--- src/rtl/btb_ctrl.sv ---
// btb_ctrl: sequencing controller for an 8-set x 2-way branch target buffer
// array held outside this block.
//
// Set layout (128 bits): way1 = [127:64], way0 = [63:0].
//   Per way: [63] valid, [62:36] tag (pc[31:5]), [35:4] target,
//            [3:2] 2-bit saturating counter, [1:0] zero.
//   Bit 1 of way0 (set[1]) is the LRU pointer: 1 means way1 is LRU.
//
// Ports:
//   clk, rst_n            clock, asynchronous active-low reset
//   fetch_pc              fetch-stage lookup address (combinational lookup)
//   pred_hit/taken/target prediction for fetch_pc; all zero while flushing
//   upd_valid/ready       branch-resolution handshake from execute
//   upd_pc/target/taken   resolved branch information
//   flush_req             single-cycle request to invalidate every set
//   flush_busy/done       flush in progress / one-cycle completion pulse
//   read_index/read_set   array lookup port (index = fetch_pc[4:2])
//   update_index/set      array read port for the update read-modify-write
//   write_index/set/en    array write port (updates and flush sweep)
//
// Optional build macro BTB_STATS_EN adds stat_lookups, stat_hits and
// stat_updates (32-bit wrapping counters, cleared only by rst_n).
module btb_ctrl #(
  parameter int unsigned NUM_SETS = 8,
  parameter int unsigned TAG_W    = 27
) (
  input  logic                        clk,
  input  logic                        rst_n,
  input  logic [31:0]                 fetch_pc,
  output logic                        pred_hit,
  output logic                        pred_taken,
  output logic [31:0]                 pred_target,
  input  logic                        upd_valid,
  output logic                        upd_ready,
  input  logic [31:0]                 upd_pc,
  input  logic [31:0]                 upd_target,
  input  logic                        upd_taken,
  input  logic                        flush_req,
  output logic                        flush_busy,
  output logic                        flush_done,
  output logic [$clog2(NUM_SETS)-1:0] read_index,
  output logic [$clog2(NUM_SETS)-1:0] update_index,
  output logic [$clog2(NUM_SETS)-1:0] write_index,
  output logic [127:0]                write_set,
  output logic                        write_en,
  input  logic [127:0]                read_set,
  input  logic [127:0]                update_set
`ifdef BTB_STATS_EN
  ,
  output logic [31:0]                 stat_lookups,
  output logic [31:0]                 stat_hits,
  output logic [31:0]                 stat_updates
`endif
);

  localparam int unsigned IDX_W = $clog2(NUM_SETS);

  typedef enum logic [1:0] {
    IDLE,
    DRAIN,
    FLUSH
  } state_e;

  state_e             state_q, state_d;
  logic [IDX_W-1:0]   cnt_q, cnt_d;
  logic               flush_done_q, flush_done_d;
  logic               pend_v_q, pend_v_d;
  logic [31:0]        pend_pc_q, pend_pc_d;
  logic [31:0]        pend_target_q, pend_target_d;
  logic               pend_taken_q, pend_taken_d;

  logic               upd_accept;

  // Lookup side
  logic [127:0]       lk_set;
  logic [TAG_W-1:0]   lk_tag;
  logic               lk_hit0, lk_hit1;

  // Update read-modify-write side
  logic [63:0]        uw0, uw1, nw0, nw1;
  logic [TAG_W-1:0]   pend_tag;
  logic               u_hit0, u_hit1;
  logic               lru_new;
  logic               upd_we;
  logic [127:0]       upd_set_new;

  function automatic logic [1:0] sat_ctr(input logic [1:0] c, input logic taken);
    logic [1:0] r;
    r = c;
    if (taken && c != 2'b11) r = c + 2'd1;
    if (!taken && c != 2'b00) r = c - 2'd1;
    return r;
  endfunction

  function automatic logic [63:0] new_way(input logic [TAG_W-1:0] tag,
                                          input logic [31:0] target);
    return {1'b1, tag, target, 2'b10, 2'b00};
  endfunction

  // ---------------------------------------------------------------------
  // State register
  // ---------------------------------------------------------------------
  always_ff @(posedge clk or negedge rst_n) begin
    if (!rst_n) begin
      state_q       <= IDLE;
      cnt_q         <= '0;
      flush_done_q  <= 1'b0;
      pend_v_q      <= 1'b0;
      pend_pc_q     <= '0;
      pend_target_q <= '0;
      pend_taken_q  <= 1'b0;
    end else begin
      state_q       <= state_d;
      cnt_q         <= cnt_d;
      flush_done_q  <= flush_done_d;
      pend_v_q      <= pend_v_d;
      pend_pc_q     <= pend_pc_d;
      pend_target_q <= pend_target_d;
      pend_taken_q  <= pend_taken_d;
    end
  end

  // ---------------------------------------------------------------------
  // Next-state logic
  // ---------------------------------------------------------------------
  always_comb begin
    state_d      = state_q;
    cnt_d        = cnt_q;
    flush_done_d = 1'b0;
    unique case (state_q)
      IDLE: begin
        if (flush_req) begin
          // A pending update is written during this cycle; DRAIN gives one
          // separating cycle before the sweep starts overwriting the array.
          state_d = pend_v_q ? DRAIN : FLUSH;
          cnt_d   = '0;
        end
      end
      DRAIN: begin
        state_d = FLUSH;
        cnt_d   = '0;
      end
      FLUSH: begin
        if (cnt_q == IDX_W'(NUM_SETS - 1)) begin
          state_d      = IDLE;
          cnt_d        = '0;
          flush_done_d = 1'b1;
        end else begin
          cnt_d = cnt_q + 1'b1;
        end
      end
      default: begin
        state_d = IDLE;
        cnt_d   = '0;
      end
    endcase
  end

  // Update stage capture: one entry, refilled every accepted transfer.
  always_comb begin
    pend_v_d      = upd_accept;
    pend_pc_d     = pend_pc_q;
    pend_target_d = pend_target_q;
    pend_taken_d  = pend_taken_q;
    if (upd_accept) begin
      pend_pc_d     = upd_pc;
      pend_target_d = upd_target;
      pend_taken_d  = upd_taken;
    end
  end

  // ---------------------------------------------------------------------
  // Update read-modify-write on the set returned by the update port
  // ---------------------------------------------------------------------
  assign uw0      = update_set[63:0];
  assign uw1      = update_set[127:64];
  assign pend_tag = pend_pc_q[31 -: TAG_W];
  assign u_hit0   = uw0[63] && (uw0[62 -: TAG_W] == pend_tag);
  assign u_hit1   = uw1[63] && (uw1[62 -: TAG_W] == pend_tag) && !u_hit0;

  always_comb begin
    nw0     = uw0;
    nw1     = uw1;
    lru_new = update_set[1];
    upd_we  = 1'b0;
    if (pend_v_q) begin
      if (u_hit0) begin
        nw0[3:2] = sat_ctr(uw0[3:2], pend_taken_q);
        if (pend_taken_q) nw0[35:4] = pend_target_q;
        lru_new = 1'b1;
        upd_we  = 1'b1;
      end else if (u_hit1) begin
        nw1[3:2] = sat_ctr(uw1[3:2], pend_taken_q);
        if (pend_taken_q) nw1[35:4] = pend_target_q;
        lru_new = 1'b0;
        upd_we  = 1'b1;
      end else if (pend_taken_q) begin
        // Invalid ways are filled first (way0 before way1), else the LRU way.
        if (!uw0[63] || (uw1[63] && !update_set[1])) begin
          nw0     = new_way(pend_tag, pend_target_q);
          lru_new = 1'b1;
        end else begin
          nw1     = new_way(pend_tag, pend_target_q);
          lru_new = 1'b0;
        end
        upd_we = 1'b1;
      end
    end
    upd_set_new = {nw1, nw0[63:2], lru_new, nw0[0]};
  end

  // ---------------------------------------------------------------------
  // Output logic
  // ---------------------------------------------------------------------
  always_comb begin
    flush_busy   = (state_q != IDLE);
    upd_ready    = !flush_busy && (state_q == IDLE);
    flush_done   = flush_done_q;
    update_index = pend_v_q ? pend_pc_q[2 +: IDX_W] : '0;
    write_en     = 1'b0;
    write_index  = '0;
    write_set    = '0;
    if (state_q == FLUSH) begin
      write_en    = 1'b1;
      write_index = cnt_q;
    end else if (upd_we) begin
      write_en    = 1'b1;
      write_index = update_index;
      write_set   = upd_set_new;
    end
  end

  assign upd_accept = upd_valid && upd_ready;

  // ---------------------------------------------------------------------
  // Lookup: same-cycle, with forwarding of a same-index array write
  // ---------------------------------------------------------------------
  assign read_index = fetch_pc[2 +: IDX_W];
  assign lk_tag     = fetch_pc[31 -: TAG_W];

  always_comb begin
    lk_set = read_set;
    if (write_en && (write_index == read_index)) lk_set = write_set;
  end

  assign lk_hit0 = lk_set[63] && (lk_set[62 -: TAG_W] == lk_tag);
  assign lk_hit1 = lk_set[127] && (lk_set[126 -: TAG_W] == lk_tag);

  always_comb begin
    pred_hit    = 1'b0;
    pred_taken  = 1'b0;
    pred_target = '0;
    if (!flush_busy) begin
      if (lk_hit0) begin
        pred_hit    = 1'b1;
        pred_taken  = lk_set[3];
        pred_target = lk_set[35:4];
      end else if (lk_hit1) begin
        pred_hit    = 1'b1;
        pred_taken  = lk_set[67];
        pred_target = lk_set[99:68];
      end
    end
  end

  logic unused_bits;
  assign unused_bits = ^{fetch_pc[1:0], pend_pc_q[1:0], lk_set[65:64], lk_set[1:0]};

`ifdef BTB_STATS_EN
  logic [31:0] stat_lookups_q, stat_lookups_d;
  logic [31:0] stat_hits_q, stat_hits_d;
  logic [31:0] stat_updates_q, stat_updates_d;

  always_ff @(posedge clk or negedge rst_n) begin
    if (!rst_n) begin
      stat_lookups_q <= '0;
      stat_hits_q    <= '0;
      stat_updates_q <= '0;
    end else begin
      stat_lookups_q <= stat_lookups_d;
      stat_hits_q    <= stat_hits_d;
      stat_updates_q <= stat_updates_d;
    end
  end

  always_comb begin
    stat_lookups_d = stat_lookups_q;
    stat_hits_d    = stat_hits_q;
    stat_updates_d = stat_updates_q;
    if (!flush_busy) stat_lookups_d = stat_lookups_q + 32'd1;
    if (pred_hit)    stat_hits_d    = stat_hits_q + 32'd1;
    if (upd_accept)  stat_updates_d = stat_updates_q + 32'd1;
  end

  assign stat_lookups = stat_lookups_q;
  assign stat_hits    = stat_hits_q;
  assign stat_updates = stat_updates_q;
`endif

endmodule
--- config.mk ---
export PLATFORM = sky130hd
export DESIGN_NAME = btb_ctrl
export DESIGN_NICKNAME = d
export VERILOG_FILES = /design/src/rtl/btb_ctrl.sv
export SDC_FILE = /design/constraint.sdc
export NUM_CORES = 1
export LEC_CHECK = 0
export ABC_AREA = 1
export BUFFER_PORTS_ARGS = -buffer_cell sky130_fd_sc_hd__buf_2
export CORE_AREA = 2 2 209 211
export CTS_CLUSTER_DIAMETER = 30
export DETAILED_ROUTE_END_ITERATION = 10
export DIE_AREA = 0 0 211 213
export PLACE_DENSITY_LB_ADDON = 0.3
export SLEW_MARGIN = 40
export SYNTH_ARGS = -nofsm -noshare
export SYNTH_HDL_FRONTEND = slang
export SYNTH_SLANG_ARGS = --single-unit
--- constraint.sdc ---
create_clock -name clk -period 5 [get_ports clk]
set_input_delay 1 -clock clk [delete_from_list [all_inputs] [get_ports clk]]
set_output_delay 1 -clock clk [all_outputs]
set_load 0.01 [all_outputs]
; Word level (Yosys, flattened, before mapping)
; Cells that the tools add are included.
[totals]
regBits = 72
latchBits = 0
ram_bits = 0
romBits = 0
input_bits = 357
output_inout_bits = 175
elab_cells = 103
memories = 0
[classes]
addsub = 5
n_mul = 0
div_mod_pow = 0
magnitude_cmp = 0
n_eq_ne = 12
shift = 0
n_mux = 55
n_bitwise = 0
reduce_logical = 24
[ops]
columns = operator, count
row1 = 64-bit two-way mux, 8
row2 = 128-bit two-way mux, 3
row3 = 32-bit two-way mux, 5
row4 = 27-bit equality test, 4
row5 = 34-bit two-way mux, 2
row6 = 28-bit two-way mux, 2
row7 = 1-bit two-way mux, 19
row8 = 2-bit two-way mux, 9
row9 = 3-bit two-way mux, 5
row10 = 1-bit logical AND, 13
row11 = "2-bit inequality test, second input constant", 4
row12 = 2-bit case mux with 3 select lines, 1
row13 = 3-bit case mux with 2 select lines, 1
row14 = 2-bit nonzero test, 3
row15 = 1-bit zero test, 5
row16 = "2-bit by 1-bit adder with 2-bit output, second input constant", 2
row17 = "2-bit by 1-bit subtractor with 2-bit output, second input constant", 2
row18 = "3-bit by 1-bit adder with 3-bit output, second input constant", 1
row19 = 3-bit equality test, 1
row20 = "3-bit equality test, second input constant", 1
row21 = "2-bit by 1-bit equality test with 1-bit output, second input constant", 1
row22 = "2-bit equality test, second input constant", 1
row23 = 2-bit zero test, 1
row24 = 2-bit AND reduction, 1
row25 = 1-bit logical OR, 1

; Longest topological paths before layout
[depth]
word_depth = 17
ltp_mapped = 32
ltp_nobuf = 29

; Worst setup path after synthesis
; OpenSTA, ideal clock, no wires.
[synth_timing]
path_kind = input port to output port
startpoint = in update_set[60]
endpoint = out pred_taken
arrival_ps = 3717
t_required_ps = 4000
setup_slack_ps = 283
cell_stages = 27
n_path_buf = 3
cell_sequence = inv_1 nand2_1 nand2_1 nor3_2 nand2_1 nor2_4 nand2_4 nand3_2 nand2_1 nor2_4 buf_4 buf_2 o21ai_0 a21oi_1 nand3_1 nand3_1 nand2_1 inv_1 nand2_1 nor2_1 nand2_1 nor2_1 nand2_1 nand2_1 nand2_1 buf_2 nor2_1
[synth_between]
elab_cells_between_ends = 33
cone_classes = eq/ne: 4 / mux: 23 / reduce/logical: 6
[synth_lines]
columns = element, line
row1 = from (decl), 47  ; input logic [127:0] update_set
row2 = 27-bit equality test *, 178  ; assign u_hit0 = uw0[63] && (uw0[62 -: TAG_W] == pend_tag);
row3 = 1-bit logical AND *, 178
row4 = 1-bit zero test, 179  ; assign u_hit1 = uw1[63] && (uw1[62 -: TAG_W] == pend_tag) && !u_hit0;
row5 = 1-bit logical AND, 179
row6 = 28-bit two-way mux or 1-bit two-way mux (tied branches), 192  ; end else if (u_hit1) begin
row7 = 64-bit two-way mux or 1-bit two-way mux (tied branches), 187  ; if (u_hit0) begin
row8 = 64-bit two-way mux or 1-bit two-way mux (tied branches), 186  ; if (pend_v_q) begin
row9 = 128-bit two-way mux *, 226  ; end else if (upd_we) begin
row10 = 128-bit two-way mux *, 223  ; if (state_q == FLUSH) begin
row11 = named net write_set[106], 44  ; output logic [127:0] write_set,
row12 = 128-bit two-way mux *, 243  ; if (write_en && (write_index == read_index)) lk_set = write_set;
row13 = 27-bit equality test *, 247  ; assign lk_hit1 = lk_set[127] && (lk_set[126 -: TAG_W] == lk_tag);
row14 = 1-bit logical AND *, 247
row15 = 1-bit two-way mux *, 258  ; end else if (lk_hit1) begin
row16 = 1-bit two-way mux *, 254  ; if (lk_hit0) begin
row17 = 1-bit two-way mux *, 253  ; if (!flush_busy) begin
row18 = to (decl), 31  ; output logic pred_taken,
; The timed path passes the listed nets; every way through them passes the cells marked *.

; Worst setup path after layout
[layout_timing]
startpoint = in update_set[104]
endpoint = out pred_target[10]
[layout_between]
elab_chain_cells = 16
elab_cells_between_ends = 32
cone_classes = eq/ne: 4 / mux: 23 / reduce/logical: 5
[layout_rtl]
columns = element, line
row1 = 27-bit equality test, 179
row2 = 1-bit logical AND (2 in a row), 179
row3 = 1-bit two-way mux, 192
row4 = 1-bit two-way mux, 187
row5 = 1-bit two-way mux, 186
row6 = 3-bit two-way mux, 226
row7 = 3-bit two-way mux, 223
row8 = 3-bit equality test, 243
row9 = 1-bit logical AND, 243
row10 = 128-bit two-way mux *, 243
row11 = 27-bit equality test, 247
row12 = 1-bit logical AND, 247
row13 = 32-bit two-way mux, 258
row14 = 32-bit two-way mux *, 254
row15 = 32-bit two-way mux *, 253
row16 = to (decl), 32  ; output logic [31:0] pred_target,
; Mark *: on every way between the ends. The rest lies on a longest branch, timed or not.

==> results.yml <==
status:
  status: "finished with violations"
  violations: "negative setup slack"
cts:
  clk_pin_slew_ns: 0.06
  clock_latency_ns: 0.36
  htree_levels: 3
  holdBufCountCts: 0
  cts_made_buffers: 9
  clock_sinks: 70
  cts_tree: "yes"
  cts-root-buf: "clkbuf_16"
  cts_buffer_depth: 2
worst_setup_path:
  path_max_fanout: 21
  cp_data_arrival_time_ns: 4.68
  reg2reg_depth: 6
  cp_slowest_cell: "nor3_2"
  reg2reg_to: "pend_pc_q[25]$_DFFE_PN0P_"
  cp-end-kind: "output pin"
  rrSetupSlack_ns: 2.37
  worstSetupPathType: "input port to output pin"
  worst_setup_path_start_kind: "input port"
  critPathLaunch: "update_set[104]"
  critical_path_required_ns: 4.00
  cp_slowest_stage_delay_ns: 0.23
  r2r_start: "state_q[0]$_DFFE_PN0P_"
  crit_path_end: "pred_target[10]"
logic_synthesis:
  ys_warn_count: 0
  synthTopCellsByCount: "nand2_1 (663), nor2_1 (274), inv_1 (238)"
  synth_flop_cell: "dfrtp_1"
  synth-edff-count: 0
  ys_seq_area_frac: 0.155
  yosysUniqueCellTypes: 42
  synth_area_leaders: "nand2_1 (22%), dfrtp_1 (16%), nor2_1 (9.1%), inv_1 (7.9%), nand3_1 (7.4%)"
  synth_top_area_frac: 0.221
  syn_inst: 2124
  synth_area_um2: 11300
  async_flop_share: 1.00
  synth_fp_nets: 2487
  syn_avg_cell_area_um2: 5.31
  synth-seq-cells: 70
  synth_top_area_cell: "nand2_1"
  yosys.cell_count.top_type: "nand2_1"
global_routing:
  grt_antenna_before_repair: 17
  grt_max_degree: 80
  track_usage: 0.304
  grt_first_pass_wirelength_um: 102000
  grt-ovfl-total: 0
  grt_pass1_vias: 16400
floorplanning:
  coreArea_um2: 42700
  dieArea_um2: 44900
  io_pins: 532
  die_x_um: 211
  rows: 76
  start_util: 0.264
  dieHeight_um: 213
sta:
  finClkSkew_ns: 0.0100
  hold_slack_ns: 0.508
  finalMaxSlewViolations: 0
  fmax_mhz: 176
  setup_viol: 34
  final_hold_viol_count: 0
  worst_slack_ns: -0.678
  relSlewSlack: 0.440
  worst_pin_slew_ns: 0.840
  rsz0062_at_grt: "yes"
  min_period_over_period: 1.14
  finalCriticalPeriod_ns: 5.68
final_layout:
  final_cell_area_um2: 19200
  seq_area_um2: 1750
  drive_gt1_frac: 0.420
  multiInputGateArea_um2: 8860
  area_delta_synth_final_pct: 70.4
  layout.nets: 3320
  final_cell_count_no_fill: 3518
  fill_cells: 4647
power_and_ir_drop:
  power.density_nw_per_um2: 355
  vdd_drop_max_mv: 0.269
  p_leak_nw: 11.3
drt:
  drt-pass1-iter-count: 8
  wl_per_cell_um: 21.2
  wirelength_um: 74600
  drt_iter0_markers: 2057
  drc: 0
  num_vias: 18200
  vias_per_cell: 5.17
  ant_nets: 0
placed_design:
  hpwl_um: 57600
  post-place-ws_ns: -0.967
  placed_cells: 3436
  port_buffers: 521
  dpl_cell_area_um2: 17000
  gp_congestion: 0.982
min_path:
  min_path_type: "flop to flop"
job:
  drv_cap: 0
[through the flow]
stage | total power [mW] | setup TNS (ns) | utilization
after floorplan | 3.44 | 0 | -
after CTS | 6.26 | -20.65 | 0.420
final | 6.83 | -20.85 | 0.450
after detailed placement | 5.31 | -30.24 | 0.397
after global routing | 7.31 | -27.38 | 0.450
after global placement | 5.24 | -29.99 | 0.397
[cell type report]
type                            count  area share
Multi-Input combinational cell   1650       0.461
Timing Repair Buffer              942       0.340
Sequential cell                    70      0.0911
Inverter                          284      0.0556
Tap cell                          546      0.0355
Clock buffer                       10      0.0124
Clock inverter                      6     0.00358
Antenna cell                       10     0.00130
[what timing repair did]
action | CTS | global route
cloned | 5 | 13
buffers inserted | 21 | 21
pin swaps | 29 | 104
endpoints found under the setup margin | 34 | 35
gates resized for setup | 90 | 230
[flip-flops by register name, indices dropped and copies added (netlist names)]
signal	count
cnt_q	3
pend_taken_q	1
flush_done	1
pend_target_q	32
state_q	2
pend_pc_q	30
pend_v_q	1
[cell families (layout without fill, tap and decap cells)]
group                      Yosys count  after routing  share of synthesized area
adders and majority gates            6              6                    0.00665
and+or+nand+nor                   1212           1213                      0.447
DFF                                 70             70                      0.155
xor gates and xnor gates            15             15                     0.0116
AOI/OAI and AO/OA                  354            354                      0.176
muxes                               62             62                     0.0550
other                                0             10                          0
buffers and inverters              405           1242                      0.148
[routing by layer]
metal  share of wire  global-route usage  up-vias
met2            0.46               0.495      937
met4           0.041               0.117       16
met5          0.0014                   0        -
met1            0.43               0.408     8553
met3           0.076              0.0391      171
li1                -                   -     8527
[worst max-delay path, delay by kind of cell]
family | cells | cell delay, ns
xor gates and xnor gates | 1 | 0.14
buffers and inverters | 9 | 1.29
and+or+nand+nor | 20 | 2.17
[power breakdown]
group / internal (mW) / switching (mW)
clock network: 0.404 / 0.311
logic: 2.10 / 2.85
registers: 0.828 / 0.337
[layout by cell type, fill, tap and decap left out, types with 15 or more instances in the layout]
cell type,instances
buf_4,373
nand3_2,40
nor2_2,56
inv_1,233
nor3_2,21
buf_12,21
nand4_1,30
a21oi_1,113
dfrtp_1,70
nor2_4,40
nand3_1,125
clkbuf_16,18
o211ai_1,37
inv_2,43
nand2_1,607
buf_6,37
nor2_1,196
mux2i_1,62
o22ai_1,15
buf_2,491
o21ai_0,149
nand2_2,52
[worst min path at each step]
| stage | from | end | slack (ns) | cells past startpoint |
|---|---|---|---|---|
| finish | state_q[1]$_DFFE_PN0P_ | state_q[1]$_DFFE_PN0P_ | 0.51 | 1 |
| global route | state_q[1]$_DFFE_PN0P_ | state_q[1]$_DFFE_PN0P_ | 0.54 | 1 |
| CTS | pend_pc_q[4]$_DFFE_PN0P_ | pend_pc_q[4]$_DFFE_PN0P_ | 0.51 | 2 |
| detailed placement | pend_pc_q[4]$_DFFE_PN0P_ | pend_pc_q[4]$_DFFE_PN0P_ | 0.49 | 2 |
| global placement | state_q[1]$_DFFE_PN0P_ | state_q[1]$_DFFE_PN0P_ | 0.48 | 1 |
| floorplan | state_q[1]$_DFFE_PN0P_ | state_q[1]$_DFFE_PN0P_ | 0.46 | 1 |
Power figures use the tool's default switching activity.
